File: src/rtl/vga_sync_monitor.sv
// vga_sync_monitor: receive-side VGA timing checker.
// Recovers the pixel position from HSYNC/VSYNC edges, measures line and frame length,
// declares lock against the expected totals, counts timing errors and captures the
// RGB value at a probe coordinate.
module vga_sync_monitor #(
    parameter int unsigned H_TOTAL     = 800,
    parameter int unsigned V_TOTAL     = 521,
    parameter logic        SYNC_ACTIVE = 1'b0
) (
    input  logic       Clock,
    input  logic       Reset,
    input  logic       iPixelEn,
    input  logic       iHsync,
    input  logic       iVsync,
    input  logic [2:0] iRGB,
    input  logic [9:0] iProbeX,
    input  logic [9:0] iProbeY,
    output logic [9:0] oHcount,
    output logic [9:0] oVcount,
    output logic [9:0] oLineLen,
    output logic [9:0] oFrameLines,
    output logic       oLocked,
    output logic       oFrameTick,
    output logic [2:0] oProbeRGB,
    output logic       oProbeValid,
    output logic [7:0] oErrCount
);

    typedef enum logic [1:0] {
        SEARCH,
        MEASURE,
        LOCKED
    } state_t;

    state_t     state, stateNext;
    logic       checkOk, checkOkNext;
    logic       errInc;
    logic       hsPrev, vsPrev, vPending;
    logic       hAssert, vAssert, reload;
    logic       hSatHit, lineBad, frameBad, mismatch;
    logic [9:0] hcPlus1, vcPlus1;

    assign hcPlus1  = oHcount + 10'd1;
    assign vcPlus1  = oVcount + 10'd1;

    assign hAssert  = iPixelEn && (iHsync == SYNC_ACTIVE) && (hsPrev != SYNC_ACTIVE);
    assign vAssert  = iPixelEn && (iVsync == SYNC_ACTIVE) && (vsPrev != SYNC_ACTIVE);
    // A vsync edge arms the row reload; it takes effect on the next hsync edge,
    // or on the same sample when both syncs assert together.
    assign reload   = hAssert && (vPending || vAssert);

    // Flag only the step into saturation so a stuck hsync is counted once.
    assign hSatHit  = iPixelEn && !hAssert && (oHcount == 10'd1022);
    assign lineBad  = hAssert && (hcPlus1 != 10'(H_TOTAL));
    assign frameBad = reload && (vcPlus1 != 10'(V_TOTAL));
    assign mismatch = lineBad || frameBad || hSatHit;

    assign oLocked  = (state == LOCKED);

    // Sync edge sampling, position recovery and line/frame length measurement.
    always_ff @(posedge Clock) begin
        if (Reset) begin
            hsPrev      <= ~SYNC_ACTIVE;
            vsPrev      <= ~SYNC_ACTIVE;
            vPending    <= 1'b0;
            oHcount     <= '0;
            oVcount     <= '0;
            oLineLen    <= '0;
            oFrameLines <= '0;
            oFrameTick  <= 1'b0;
        end else begin
            oFrameTick <= 1'b0;
            if (iPixelEn) begin
                hsPrev <= iHsync;
                vsPrev <= iVsync;
                if (hAssert) begin
                    oHcount  <= '0;
                    oLineLen <= hcPlus1;
                end else if (oHcount != '1) begin
                    oHcount <= hcPlus1;
                end
                if (reload) begin
                    oVcount     <= '0;
                    oFrameLines <= vcPlus1;
                    vPending    <= 1'b0;
                    oFrameTick  <= 1'b1;
                end else begin
                    if (hAssert && (oVcount != '1)) begin
                        oVcount <= vcPlus1;
                    end
                    if (vAssert) begin
                        vPending <= 1'b1;
                    end
                end
            end
        end
    end

    // Lock FSM state register and per-frame check flag.
    always_ff @(posedge Clock) begin
        if (Reset) begin
            state   <= SEARCH;
            checkOk <= 1'b0;
        end else begin
            state   <= stateNext;
            checkOk <= checkOkNext;
        end
    end

    // Lock FSM next state: one fully clean frame between reloads is needed to lock.
    always_comb begin
        stateNext   = state;
        checkOkNext = checkOk;
        errInc      = 1'b0;
        case (state)
            SEARCH: begin
                if (reload) begin
                    stateNext   = MEASURE;
                    checkOkNext = 1'b1;
                end
            end
            MEASURE: begin
                if (reload) begin
                    if (checkOk && !mismatch) begin
                        stateNext = LOCKED;
                    end
                    checkOkNext = 1'b1;
                end else if (mismatch) begin
                    checkOkNext = 1'b0;
                end
            end
            LOCKED: begin
                if (mismatch) begin
                    errInc    = 1'b1;
                    stateNext = SEARCH;
                end
            end
            default: begin
                stateNext = SEARCH;
            end
        endcase
    end

    // Saturating timing-error counter.
    always_ff @(posedge Clock) begin
        if (Reset) begin
            oErrCount <= '0;
        end else if (errInc && (oErrCount != '1)) begin
            oErrCount <= oErrCount + 8'd1;
        end
    end

    // Probe pixel capture while locked.
    always_ff @(posedge Clock) begin
        if (Reset) begin
            oProbeRGB   <= '0;
            oProbeValid <= 1'b0;
        end else begin
            oProbeValid <= 1'b0;
            if ((state == LOCKED) && iPixelEn && (oHcount == iProbeX) && (oVcount == iProbeY)) begin
                oProbeRGB   <= iRGB;
                oProbeValid <= 1'b1;
            end
        end
    end

endmodule

File: config.mk
export PLATFORM = sky130hd
export DESIGN_NAME = vga_sync_monitor
export DESIGN_NICKNAME = d
export VERILOG_FILES = /design/src/rtl/vga_sync_monitor.sv
export SDC_FILE = /design/constraint.sdc
export NUM_CORES = 1
export LEC_CHECK = 0
export ABC_AREA = 1
export CORE_ASPECT_RATIO = 0.6
export CORE_MARGIN = 2
export CORE_UTILIZATION = 40
export CTS_BUF_LIST = sky130_fd_sc_hd__clkbuf_16
export DETAILED_ROUTE_END_ITERATION = 16
export GPL_TIMING_DRIVEN = 0
export PLACE_DENSITY = 0.68
export SYNTH_ARGS = -nofsm -noshare
export SYNTH_HDL_FRONTEND = slang
export SYNTH_SLANG_ARGS = --single-unit
File: constraint.sdc
create_clock -name Clock -period 2.45 [get_ports Clock]
set_input_delay 0.3675 -clock Clock [delete_from_list [all_inputs] [get_ports Clock]]
set_output_delay 0.3675 -clock Clock [all_outputs]
set_load 0.02 [all_outputs]
== Word-level counts from Yosys, hierarchy flattened ==
Cells that the tools add are included.
Word-level totals
  bits in latches: 0
  logic and storage cells: 86
  bits in writable memories: 0
  output and inout bits: 54
  memories kept: 0
  ROM bits: 0
  flip-flop bits (word level): 59
  input bits: 28
Operators by class
  bitwise operators: 3
  divide/modulo/power cells: 0
  equality and inequality tests: 15
  reduce and logical (&&, ||, !) cells: 33
  $lt $le $gt $ge: 0
  shifts and indexed selects: 0
  multiplexer cells: 19
  add/sub/neg operators: 3
  $mul: 0
Operators with widths (count)
  10-bit two-way mux: 4
  10-bit != test (second input constant): 4
  10-bit by 1-bit adder with 10-bit output (second input constant): 2
  10-bit == test: 2
  1-bit logical AND: 15
  10-bit == test (second input constant): 1
  2-bit AND reduction: 5
  1-bit two-way mux: 9
  8-bit by 1-bit adder with 8-bit output (second input constant): 1
  2-bit two-way mux: 4
  8-bit != test (second input constant): 1
  2-bit nonzero test: 4
  2-bit != test (second input constant): 3
  2-bit case mux with 3 select lines: 1
  4-bit AND reduction: 1
  1-bit logical OR: 3
  3-bit != test (second input constant): 1
  1-bit NOT: 3
  3-bit AND reduction: 1
  2-bit by 1-bit == test with 1-bit output (second input constant): 1
  2-bit == test (second input constant): 1
  1-bit logical NOT: 2
  2-bit logical NOT: 1
  2-bit by 1-bit != test with 1-bit output (second input constant): 1
  2 further kinds: 2

== Logic depth before layout (Yosys ltp) ==
Gate-level depths: netlist of run 1.
  word-level depth: 13
  depth in mapped cells: 15
  mapped depth without buffers: 15

== Worst setup path after synthesis of run 1 ==
OpenSTA, ideal clock, no wires.
  path kind: register to register
  start point: register oHcount[1]
  end point: register oErrCount[0]
  data required time: 2.320 ns
  arrival time: 1.823 ns
  library setup time: 0.130 ns
  stages on the path, launching flop included: 15
  buffers on the path: 0
  slack: 0.497 ns
  period minus slack after synthesis: 1.953 ns
  cell sequence: dfxtp_1 -> ha_1 -> nand2_2 -> nor2_4 -> nand2_1 -> nand2_1 -> nand3_1 -> nor2_1 -> nand2_1 -> nand2_1 -> nand3_4 -> nand2_8 -> inv_6 -> o21ai_2 -> a21oi_2
Between the ends
  word-level cells in the longest chain between the ends: 8
  elaborated cells on any way between the ends: 10
  those cells by class: add/sub (1); eq/ne (2); mux (2); reduce/logical (5)
Ends and longest elaborated chain
  from (decl): line 18  | output logic [9:0] oHcount,
  from (signal assigned): line 80  | oHcount <= hcPlus1;
  10-bit by 1-bit adder with 10-bit output: line 43  | assign hcPlus1 = oHcount + 10'd1;
  10-bit != test: line 54  | assign lineBad = hAssert && (hcPlus1 != 10'(H_TOTAL));
  1-bit logical AND: line 54
  1-bit logical OR: line 56  | assign mismatch = lineBad || frameBad || hSatHit;
  1-bit logical OR *: line 56
  1-bit two-way mux *: line 133  | if (mismatch) begin
  1-bit two-way mux *: line 115  | case (state)
  1-bit logical AND *: line 148  | end else if (errInc && (oErrCount != '1)) begin
  to (signal assigned): line 149  | oErrCount <= oErrCount + 8'd1;
  to (decl): line 26  | output logic [7:0] oErrCount
Mark *: on every way between the ends. The rest lies on a longest branch, timed or not.
A chain may end at the register's enable or synchronous reset.

== Worst setup path after layout of run 1 ==
  start point: input port iPixelEn
  end point: register oProbeRGB[1]
Between the ends
  word-level cells in the longest chain between the ends: 3
Ends and longest elaborated chain
  from (decl): line 12  | input logic iPixelEn,
  1-bit logical AND (3 in a row): line 160  | if ((state == LOCKED) && iPixelEn && (oHcount == iProbeX) && (oVcount == iProbeY)) begin
  to (signal assigned): line 161  | oProbeRGB <= iRGB;
  to (decl): line 24  | output logic [2:0] oProbeRGB,
Every way passes these cells.

==> results of run 1 <==
==> placed cells by master (no fill, tap or decap), types with 5 or more instances in the layout <==
| cell | instances |
|---|---|
| xnor2_1 | 8 |
| clkbuf_1 | 7 |
| inv_1 | 42 |
| ha_1 | 5 |
| nor2_1 | 46 |
| nand4_1 | 6 |
| dfxtp_1 | 59 |
| buf_2 | 6 |
| a21oi_1 | 26 |
| clkdlybuf4s50_1 | 81 |
| a21oi_2 | 7 |
| nand2_2 | 13 |
| nand2_1 | 90 |
| o21ai_1 | 7 |
| o21ai_0 | 24 |
| xor2_1 | 11 |
| nand3_1 | 30 |
| a31oi_1 | 6 |
| clkbuf_16 | 9 |
==> final cells by class <==
| type | instances | area, um^2 |
|---|---|---|
| clock buffer | 9 | 225 |
| timing repair buffer | 81 | 811 |
| multi-input combinational | 312 | 1670 |
| tap | 104 | 130 |
| fill | 683 | 3050 |
| inverter | 48 | 185 |
| sequential | 59 | 1180 |
| buffer | 14 | 60.1 |
| clock inverter | 5 | 46.3 |
==> layer usage <==
layer	GRT usage, %	vias up	wire [um]
met4	4.02	0	38
met3	6.21	4	754
met5	0	-	0
met1	33.1	1411	4630
li1	-	1590	-
met2	30.0	127	3550
==> worst paths after layout <==
check / startpoint / end / slack, ns / cells after the start
worst min-delay path: oLineLen[6]$_SDFFE_PP0P_ / oLineLen[6]$_SDFFE_PP0P_ / 0.48 / 2
worst min register to register: oLineLen[6]$_SDFFE_PP0P_ / oLineLen[6]$_SDFFE_PP0P_ / 0.48 / 2
worst max register to register: oVcount[0]$_SDFFE_PP0P_ / oProbeRGB[1]$_SDFFE_PP0P_ / 0.26 / 8
worst max-delay path: iPixelEn / oProbeRGB[1]$_SDFFE_PP0P_ / 0.14 / 8
==> registers in the layout, indices dropped and copies added, names as in the netlist <==
| register | flops |
|---|---|
| oProbeValid | 1 |
| oErrCount | 8 |
| oFrameTick | 1 |
| vsPrev | 1 |
| oVcount | 10 |
| oLineLen | 10 |
| hsPrev | 1 |
| vPending | 1 |
| oFrameLines | 10 |
| oHcount | 10 |
| oProbeRGB | 3 |
| checkOk | 1 |
| state | 2 |
==> kinds of logic (layout without fill, tap and decap cells) <==
group / Yosys count / after routing
AOI/OAI and AO/OA: 80 / 80
DFF: 59 / 59
and+or+nand+nor: 208 / 208
xor gates and xnor gates: 19 / 19
buffers and inverters: 62 / 157
adders and majority gates: 5 / 5
==> synthesized netlist by cell type (all sizes together) <==
master / n / area, um^2
nand4: 6 / 37.5
dfxtp: 59 / 1180
a221oi: 1 / 8.76
ha: 5 / 62.6
a31oi: 6 / 37.5
a22oi: 3 / 22.5
nand3b: 1 / 7.51
clkbuf: 7 / 26.3
nor3: 5 / 30.0
nand2: 104 / 439
nand3: 34 / 193
o21ai: 32 / 164
clkinv: 1 / 3.75
o211ai: 2 / 15.0
a21oi: 33 / 191
buf: 7 / 33.8
nor2: 52 / 225
a211oi: 2 / 15.0
xor2: 11 / 96.3
or2: 3 / 18.8
nor4: 1 / 6.26
xnor2: 8 / 70.1
inv: 47 / 181
o22ai: 1 / 6.26
nor3b: 2 / 15.0
==> where the power goes <==
group / total [mW] / switching, mW / internal, mW
combinational: 0.230 / 0.128 / 0.102
sequential: 0.999 / 0.0163 / 0.983
clock: 1.17 / 0.407 / 0.761
==> worst min-delay path: cells and delay by family, from the launching register on <==
family,cells,cell delay (ns)
AND/OR/NAND/NOR,1,0.07
AO/OA/AOI/OAI,1,0.06
flip-flops,1,0.32
==> results.json, run 1 <==
{
  "path_cells": "clkdlybuf4s50_1 > inv_1 > nor3_1 > nand3_1 > nor4_1 > nand3_2 > nor2_1 > nor2_1",
  "antenna_cells_inserted": 0,
  "pin_count": 82,
  "instances_no_fill": 632,
  "worst-path-buf-inv": 2,
  "insertion_delay_ns": 0.32,
  "fin_setup_tns_ns": 0,
  "end_kind": "flop",
  "synthSimpleGateAreaFrac_pct": 31.5,
  "postLayoutCellArea_um2": 4310,
  "die_x_um": 117,
  "grt_setup_unrepaired": "false",
  "nets": 558,
  "die_area_um2": 8460,
  "drtPass1Iterations": 5,
  "placed_cells": 618,
  "cts_resized": 0,
  "relSlewSlack_pct": 49.3,
  "cp_common_cell": "nor2_1",
  "synth_area_um2": 3090,
  "hold_slack_ns": 0.481,
  "synth_top_family_by_area": "simple AND/OR/NAND/NOR gates",
  "drt_iter0_drc": 275,
  "worst_slack_ns": 0.143,
  "post_cts_buffers": 0,
  "cts_tree": "yes",
  "ys_seq_elements": 59,
  "hpwl_um": 6840,
  "clk_pin_slew_ns": 0.05,
  "overflow": 0,
  "drive_above_1_share_pct": 11.0,
  "antenna_left": 0,
  "fmax_mhz": 433,
  "core_um2": 7360,
  "min_period_ns": 2.31,
  "gp_congestion": 0.914,
  "start_util_pct": 42.0,
  "row_count": 24,
  "grt_max_degree": 11,
  "grt.total_usage_pct": 21.6,
  "ir_drop_mv": 0.307,
  "maxCapViolations": 0,
  "place_ws_ns": -0.111,
  "fin_worst_skew_ns": 0.00612,
  "criticalPathCategory": "input port to flop",
  "syn_avg_cell_area_um2": 7.13,
  "path_max_fanout": 7,
  "status": "finished clean",
  "synth-xor-area-share_pct": 5.39,
  "critPathRequiredTime_ns": 2.66,
  "die_h_um": 72.1,
  "routed_via_density": 4.96,
  "finalMaxSlewViolations": 0,
  "area_growth_pct": 39.4,
  "worst_pin_slew_ns": 0.761,
  "wl_per_cell_um": 14.2,
  "final_core_util_pct": 58.5,
  "ctsHoldBuffers": 0,
  "routed_wl_um": 8970,
  "startpoint_type": "input port",
  "vias": 3132,
  "antenna_found_initial": 0,
  "place_area_um2": 4030,
  "port_buffers": 81,
  "cts_buffer_depth": 2,
  "synth_fa_ha_area_share_pct": 2.03,
  "setup_viol": 0,
  "yosysSeqAreaShare_pct": 38.2,
  "yosys_warnings": 0,
  "cts_buffers": 9,
  "remaining_drc_errors": 0,
  "grt_pass1_wl_um": 14400,
  "finalHoldViolations": 0,
  "muxShareOfSynthArea_pct": 0,
  "slowest_delay_ns": 0.60,
  "crit_family": "simple AND/OR/NAND/NOR gates",
  "syn_nets": 466,
  "cp_data_arrival_time_ns": 2.52,
  "power.total_mw": 2.40,
  "cpMaxStageDelayCell": "clkdlybuf4s50_1",
  "grt_pass1_vias": 2758,
  "synth_cell_types": 38,
  "p_per_area_nw_per_um2": 557,
  "finalCritPeriodShare_pct": 94.2,
  "synthesis.instances": 433,
  "synth_compound_area_share_pct": 14.9,
  "htreeDepth": 3,
  "clkSinkCount": 59,
  "p_leak_nw": 1.66,
  "cts_root_buffer": "clkbuf_16",
  "hold_class": "flop to flop"
}
No activity file was read; power rests on OpenSTA's default activity.
==> run 2: changes to the inputs <==
--- a/config.mk
+++ b/config.mk
@@ -10,6 +10,7 @@
 export CORE_MARGIN = 2
 export CORE_UTILIZATION = 40
 export CTS_BUF_LIST = sky130_fd_sc_hd__clkbuf_16
+export CTS_CLUSTER_DIAMETER = 40
 export DETAILED_ROUTE_END_ITERATION = 16
 export GPL_TIMING_DRIVEN = 0
 export PLACE_DENSITY = 0.68
==> constraint.sdc (replaced) <==
create_clock -name Clock -period 2.3 [get_ports Clock]
set_input_delay 0.345 -clock Clock [delete_from_list [all_inputs] [get_ports Clock]]
set_output_delay 0.345 -clock Clock [all_outputs]
set_load 0.02 [all_outputs]
==> run 2 against run 1 <==
Die area did not move. Total power increased by 6.5%. Via count shrank 0.93%. First-iteration DRC count increased by 3.6%. Register-to-register slack is essentially flat. Sequential power grew 6%. Clock skew about the same. Non-clock buffer count stayed put. Global-route usage stayed put. Largest cell class unchanged. Count of clock-buffer cells in the layout stayed put.
==> results.json, run 2 (same netlist as run 1, synthesis figures left out) <==
{
  "status": "finished clean",
  "area_growth_pct": 39.7,
  "die_x_um": 117,
  "maxCapViolations": 0,
  "gp_congestion": 0.914,
  "p_leak_nw": 1.66,
  "die_h_um": 72.1,
  "rr_worst_depth": 8,
  "hold-path-cell-count": 2,
  "grt_max_degree": 11,
  "finalHoldViolations": 0,
  "ctsHoldBuffers": 0,
  "seqPwrFrac_pct": 41.7,
  "cp_data_arrival_time_ns": 2.37,
  "startpoint_type": "input port",
  "finalCritPeriodShare_pct": 94.1,
  "holdPathEnd": "oLineLen[6]$_SDFFE_PP0P_",
  "routed_wl_um": 8960,
  "final_common_cell": "nand2_1",
  "hpwl_um": 6840,
  "start_util_pct": 42.0,
  "min_period_ns": 2.16,
  "cts_buffer_depth": 2,
  "rrSetupSlack_ns": 0.25,
  "grt_setup_unrepaired": "false",
  "worst_pin_slew_ns": 0.761,
  "pwr-share-clk_pct": 48.7,
  "drive_above_1_share_pct": 11.7,
  "clk_pin_slew_ns": 0.05,
  "die_area_um2": 8460,
  "path_max_fanout": 7,
  "core_um2": 7360,
  "fillers": 679,
  "p_sw_uw": 585,
  "critPathRequiredTime_ns": 2.51,
  "clkSinkCount": 59,
  "cts_tree": "yes",
  "grt_pass1_vias": 2758,
  "routed_via_density": 4.91,
  "drtPass1Iterations": 5,
  "fin_worst_skew_ns": 0.00616,
  "htreeDepth": 3,
  "postLayoutCellArea_um2": 4310,
  "place_area_um2": 4030,
  "row_count": 24,
  "grt_pass1_wl_um": 14400,
  "fmax_mhz": 462,
  "insertion_delay_ns": 0.32,
  "grt.total_usage_pct": 21.6,
  "pin_count": 82,
  "internal-power_mw": 1.97,
  "power_frac_comb_pct": 9.6,
  "r2r_end": "oProbeRGB[1]$_SDFFE_PP0P_",
  "criticalPathCategory": "input port to flop",
  "finalMaxSlewViolations": 0,
  "cts_root_buffer": "clkbuf_16",
  "final_cell_mix": "nand2_1, clkdlybuf4s50_1, dfxtp_1, nor2_1, inv_1",
  "hold_class": "flop to flop",
  "vias": 3103,
  "p_sw_share_pct": 22.9,
  "port_buffers": 81,
  "setup_viol": 0,
  "ir_drop_mv": 0.327,
  "remaining_drc_errors": 0,
  "antenna_cells_inserted": 0,
  "wl_per_cell_um": 14.2,
  "p_per_area_nw_per_um2": 592,
  "post_cts_buffers": 0,
  "cts_buffers": 9,
  "drt_iter0_drc": 285,
  "antenna_left": 0,
  "hold_start": "oLineLen[6]$_SDFFE_PP0P_",
  "power.total_mw": 2.55,
  "overflow": 0,
  "nets": 558,
  "end_kind": "flop",
  "relSlewSlack_pct": 49.3,
  "antenna_found_initial": 0,
  "rr_startpoint": "oVcount[0]$_SDFFE_PP0P_"
}
-- run 2: power by group through the flow --
stage	combinational, mW	clock, mW	sequential [mW]
floorplan	0.103	0	1.10
global placement	0.240	0	1.08
detailed placement	0.242	0	1.08
CTS	0.243	1.26	1.06
global route	0.266	1.30	1.07
finish	0.245	1.24	1.06
-- run 2: final cells by class --
cell class	count	area [um^2]	share of cell area [%]
repair buffers	81	811	18.8
inverters	48	185	4.29
clock buffers	9	225	5.22
well taps	104	130	3.02
flip-flops and latches	59	1180	27.5
multi-input cells	312	1670	38.7
plain buffers	14	60.1	1.39
clock inverters	5	46.3	1.07
-- run 2: timing repair --
action	CTS	global route
setup endpoints to repair	0	13
resized for setup	0	5
endpoints found under the hold margin	0	0
-- run 2: worst max path at each step --
stage | startpoint | to | slack [ns] | cells past startpoint
after floorplan | oHcount[1]$_SDFFE_PP0P_ | oErrCount[0]$_SDFFE_PP0P_ | 0.35 | 14
after global placement | iPixelEn | oProbeRGB[0]$_SDFFE_PP0P_ | -0.24 | 8
after detailed placement | iPixelEn | oProbeRGB[1]$_SDFFE_PP0P_ | -0.24 | 8
after CTS | iPixelEn | oProbeRGB[1]$_SDFFE_PP0P_ | 0.08 | 8
after global routing | iPixelEn | oProbeRGB[2]$_SDFFE_PP0P_ | 0.001 | 9
final | iPixelEn | oProbeRGB[1]$_SDFFE_PP0P_ | 0.14 | 8
-- run 2: critical path: stages --
cell             delay [ns]
clkdlybuf4s50_1        0.60
inv_1                  0.15
nor3_2                 0.34
nand3_1                0.11
nor4_1                 0.32
nand3_2                0.28
nor2_1                 0.16
nor2_1                 0.06
-- run 2: per-stage QoR --
step / setup slack, ns / hold slack [ns] / util [%] / TNS, ns / cells
6_report: 0.136 / 0.479 / 58.6 / 0 / 632
2_1_floorplan: 0.347 / 0.447 / - / 0 / 433
3_5_place_dp: -0.238 / 0.470 / 54.8 / -0.813 / 618
5_1_grt: 0.000985 / 0.499 / 58.6 / 0 / 632
3_3_place_gp: -0.237 / 0.460 / 54.8 / -0.996 / 618
4_1_cts: 0.0762 / 0.487 / 58.5 / 0 / 632
-- run 2: routing by layer --
metal / vias up / track usage (%) / routed length (um)
met5: - / 0 / 0
li1: 1591 / - / -
met1: 1392 / 33.1 / 4680
met2: 116 / 30.0 / 3520
met4: 0 / 4.02 / 36
met3: 4 / 6.21 / 726
==> run 3: changes to the inputs <==
--- a/config.mk
+++ b/config.mk
@@ -6,6 +6,7 @@
 export NUM_CORES = 1
 export LEC_CHECK = 0
 export ABC_AREA = 1
+export ABC_CLOCK_PERIOD_IN_PS = 2300
 export CORE_ASPECT_RATIO = 0.6
 export CORE_MARGIN = 2
 export CORE_UTILIZATION = 40
@@ -13,7 +14,9 @@
 export CTS_CLUSTER_DIAMETER = 40
 export DETAILED_ROUTE_END_ITERATION = 16
 export GPL_TIMING_DRIVEN = 0
+export MAX_ROUTING_LAYER = met4
 export PLACE_DENSITY = 0.68
+export RECOVER_POWER = 50
 export SYNTH_ARGS = -nofsm -noshare
 export SYNTH_HDL_FRONTEND = slang
 export SYNTH_SLANG_ARGS = --single-unit
==> run 3 against run 2 <==
Wire length is 0.23% lower. Worst hold slack worse by 0.0044 ns. Register-to-register slack worse by 0.05 ns. Die area stayed put. Utilization is 0.051 points higher. First-iteration DRC count is 6.3% lower.
==> results.json, run 3 (same netlist as run 1, synthesis figures left out) <==
{
  "start_util_pct": 42.0,
  "maxCapViolations": 0,
  "placed_cells": 618,
  "overflow": 0,
  "finalMaxSlewViolations": 0,
  "cts_buffer_depth": 2,
  "post_cts_buffers": 0,
  "drive_above_1_share_pct": 11.7,
  "finalCritPeriodShare_pct": 94.2,
  "remaining_drc_errors": 0,
  "fin_setup_tns_ns": 0,
  "worst_pin_slew_ns": 0.713,
  "area_growth_pct": 39.8,
  "die_h_um": 72.1,
  "row_count": 24,
  "hold_slack_ns": 0.475,
  "power.total_mw": 2.55,
  "drtPass1Iterations": 7,
  "p_leak_nw": 1.81,
  "htreeDepth": 3,
  "met3_usage_pct": 5.42,
  "cts_buffers": 9,
  "cts_root_buffer": "clkbuf_16",
  "final_cell_mix": "nand2_1, dfxtp_1, nor2_1, inv_1, dlygate4sd3_1",
  "p_per_area_nw_per_um2": 591,
  "vias": 3107,
  "gp_congestion": 0.920,
  "critPathRequiredTime_ns": 2.51,
  "pin_count": 82,
  "clkSinkCount": 59,
  "die_x_um": 117,
  "routed_wl_um": 8940,
  "nets": 558,
  "min_period_ns": 2.17,
  "clk_pin_slew_ns": 0.05,
  "place_ws_ns": -0.319,
  "fmax_mhz": 462,
  "grt.met2_usage_pct": 30.3,
  "insertion_delay_ns": 0.32,
  "startpoint_type": "input port",
  "antenna_left": 0,
  "ir_drop_mv": 0.295,
  "hold_class": "flop to flop",
  "cp_data_arrival_time_ns": 2.38,
  "port_buffers": 81,
  "grt_pass1_vias": 2893,
  "instances_no_fill": 633,
  "grt_use_met1_pct": 33.4,
  "routed_via_density": 4.91,
  "die_area_um2": 8460,
  "worst_slack_ns": 0.134,
  "hpwl_um": 6820,
  "grt_pass1_wl_um": 14500,
  "finalHoldViolations": 0,
  "top_usage_layer": "met1",
  "final_common_cell": "nand2_1",
  "status": "finished clean",
  "drt_iter0_drc": 267,
  "final_core_util_pct": 58.7,
  "fin_worst_skew_ns": 0.00507,
  "postLayoutCellArea_um2": 4320,
  "antenna_cells_inserted": 0,
  "cts_tree": "yes",
  "criticalPathCategory": "input port to flop",
  "core_um2": 7360,
  "path_max_fanout": 7,
  "grt_setup_unrepaired": "false",
  "grt_max_degree": 11,
  "wl_per_cell_um": 14.1,
  "relSlewSlack_pct": 52.4,
  "setup_viol": 0,
  "end_kind": "flop",
  "antenna_found_initial": 0,
  "place_area_um2": 4030,
  "grt.total_usage_pct": 22.6
}
-- run 3: final cells by class --
| type | count | area, um^2 |
|---|---|---|
| fill | 678 | 3040 |
| multi-input combinational | 312 | 1670 |
| sequential | 59 | 1180 |
| timing repair buffer | 81 | 811 |
| clock buffer | 9 | 225 |
| inverter | 48 | 185 |
| tap | 104 | 130 |
| buffer | 14 | 60.1 |
| clock inverter | 6 | 50.0 |
-- run 3: power breakdown --
group	switching, mW	internal, mW
logic	0.137	0.103
clock network	0.434	0.813
registers	0.0170	1.05
total	0.588	1.96
-- run 3: critical path: stages --
cell and delay (ns):
clkdlybuf4s50_1 0.60, inv_1 0.15, nor3_2 0.32, nand3_1 0.10, nor4_1 0.34, nand3_2 0.28
nor2_1 0.17, nor2_1 0.06
-- run 3: repair_timing --
item	4_1_cts	5_1_grt
setup endpoints to repair	0	13
hold buffers	0	0
gates resized for setup	0	5
-- run 3: worst paths after layout --
kind	slack, ns	from	cells past startpoint	end
worst min register to register	0.47	oFrameLines[8]$_SDFFE_PP0P_	2	oFrameLines[8]$_SDFFE_PP0P_
worst max register to register	0.20	oVcount[0]$_SDFFE_PP0P_	8	oProbeRGB[2]$_SDFFE_PP0P_
worst min-delay path	0.47	oFrameLines[8]$_SDFFE_PP0P_	2	oFrameLines[8]$_SDFFE_PP0P_
worst max-delay path	0.13	iPixelEn	8	oProbeRGB[2]$_SDFFE_PP0P_
-- run 3: layer usage --
| layer | part of all wire [%] | vias up |
|---|---|---|
| met5 | 0 | - |
| met4 | 0.84 | 0 |
| met3 | 7.0 | 8 |
| met2 | 39 | 129 |
| met1 | 53 | 1378 |
| li1 | - | 1592 |
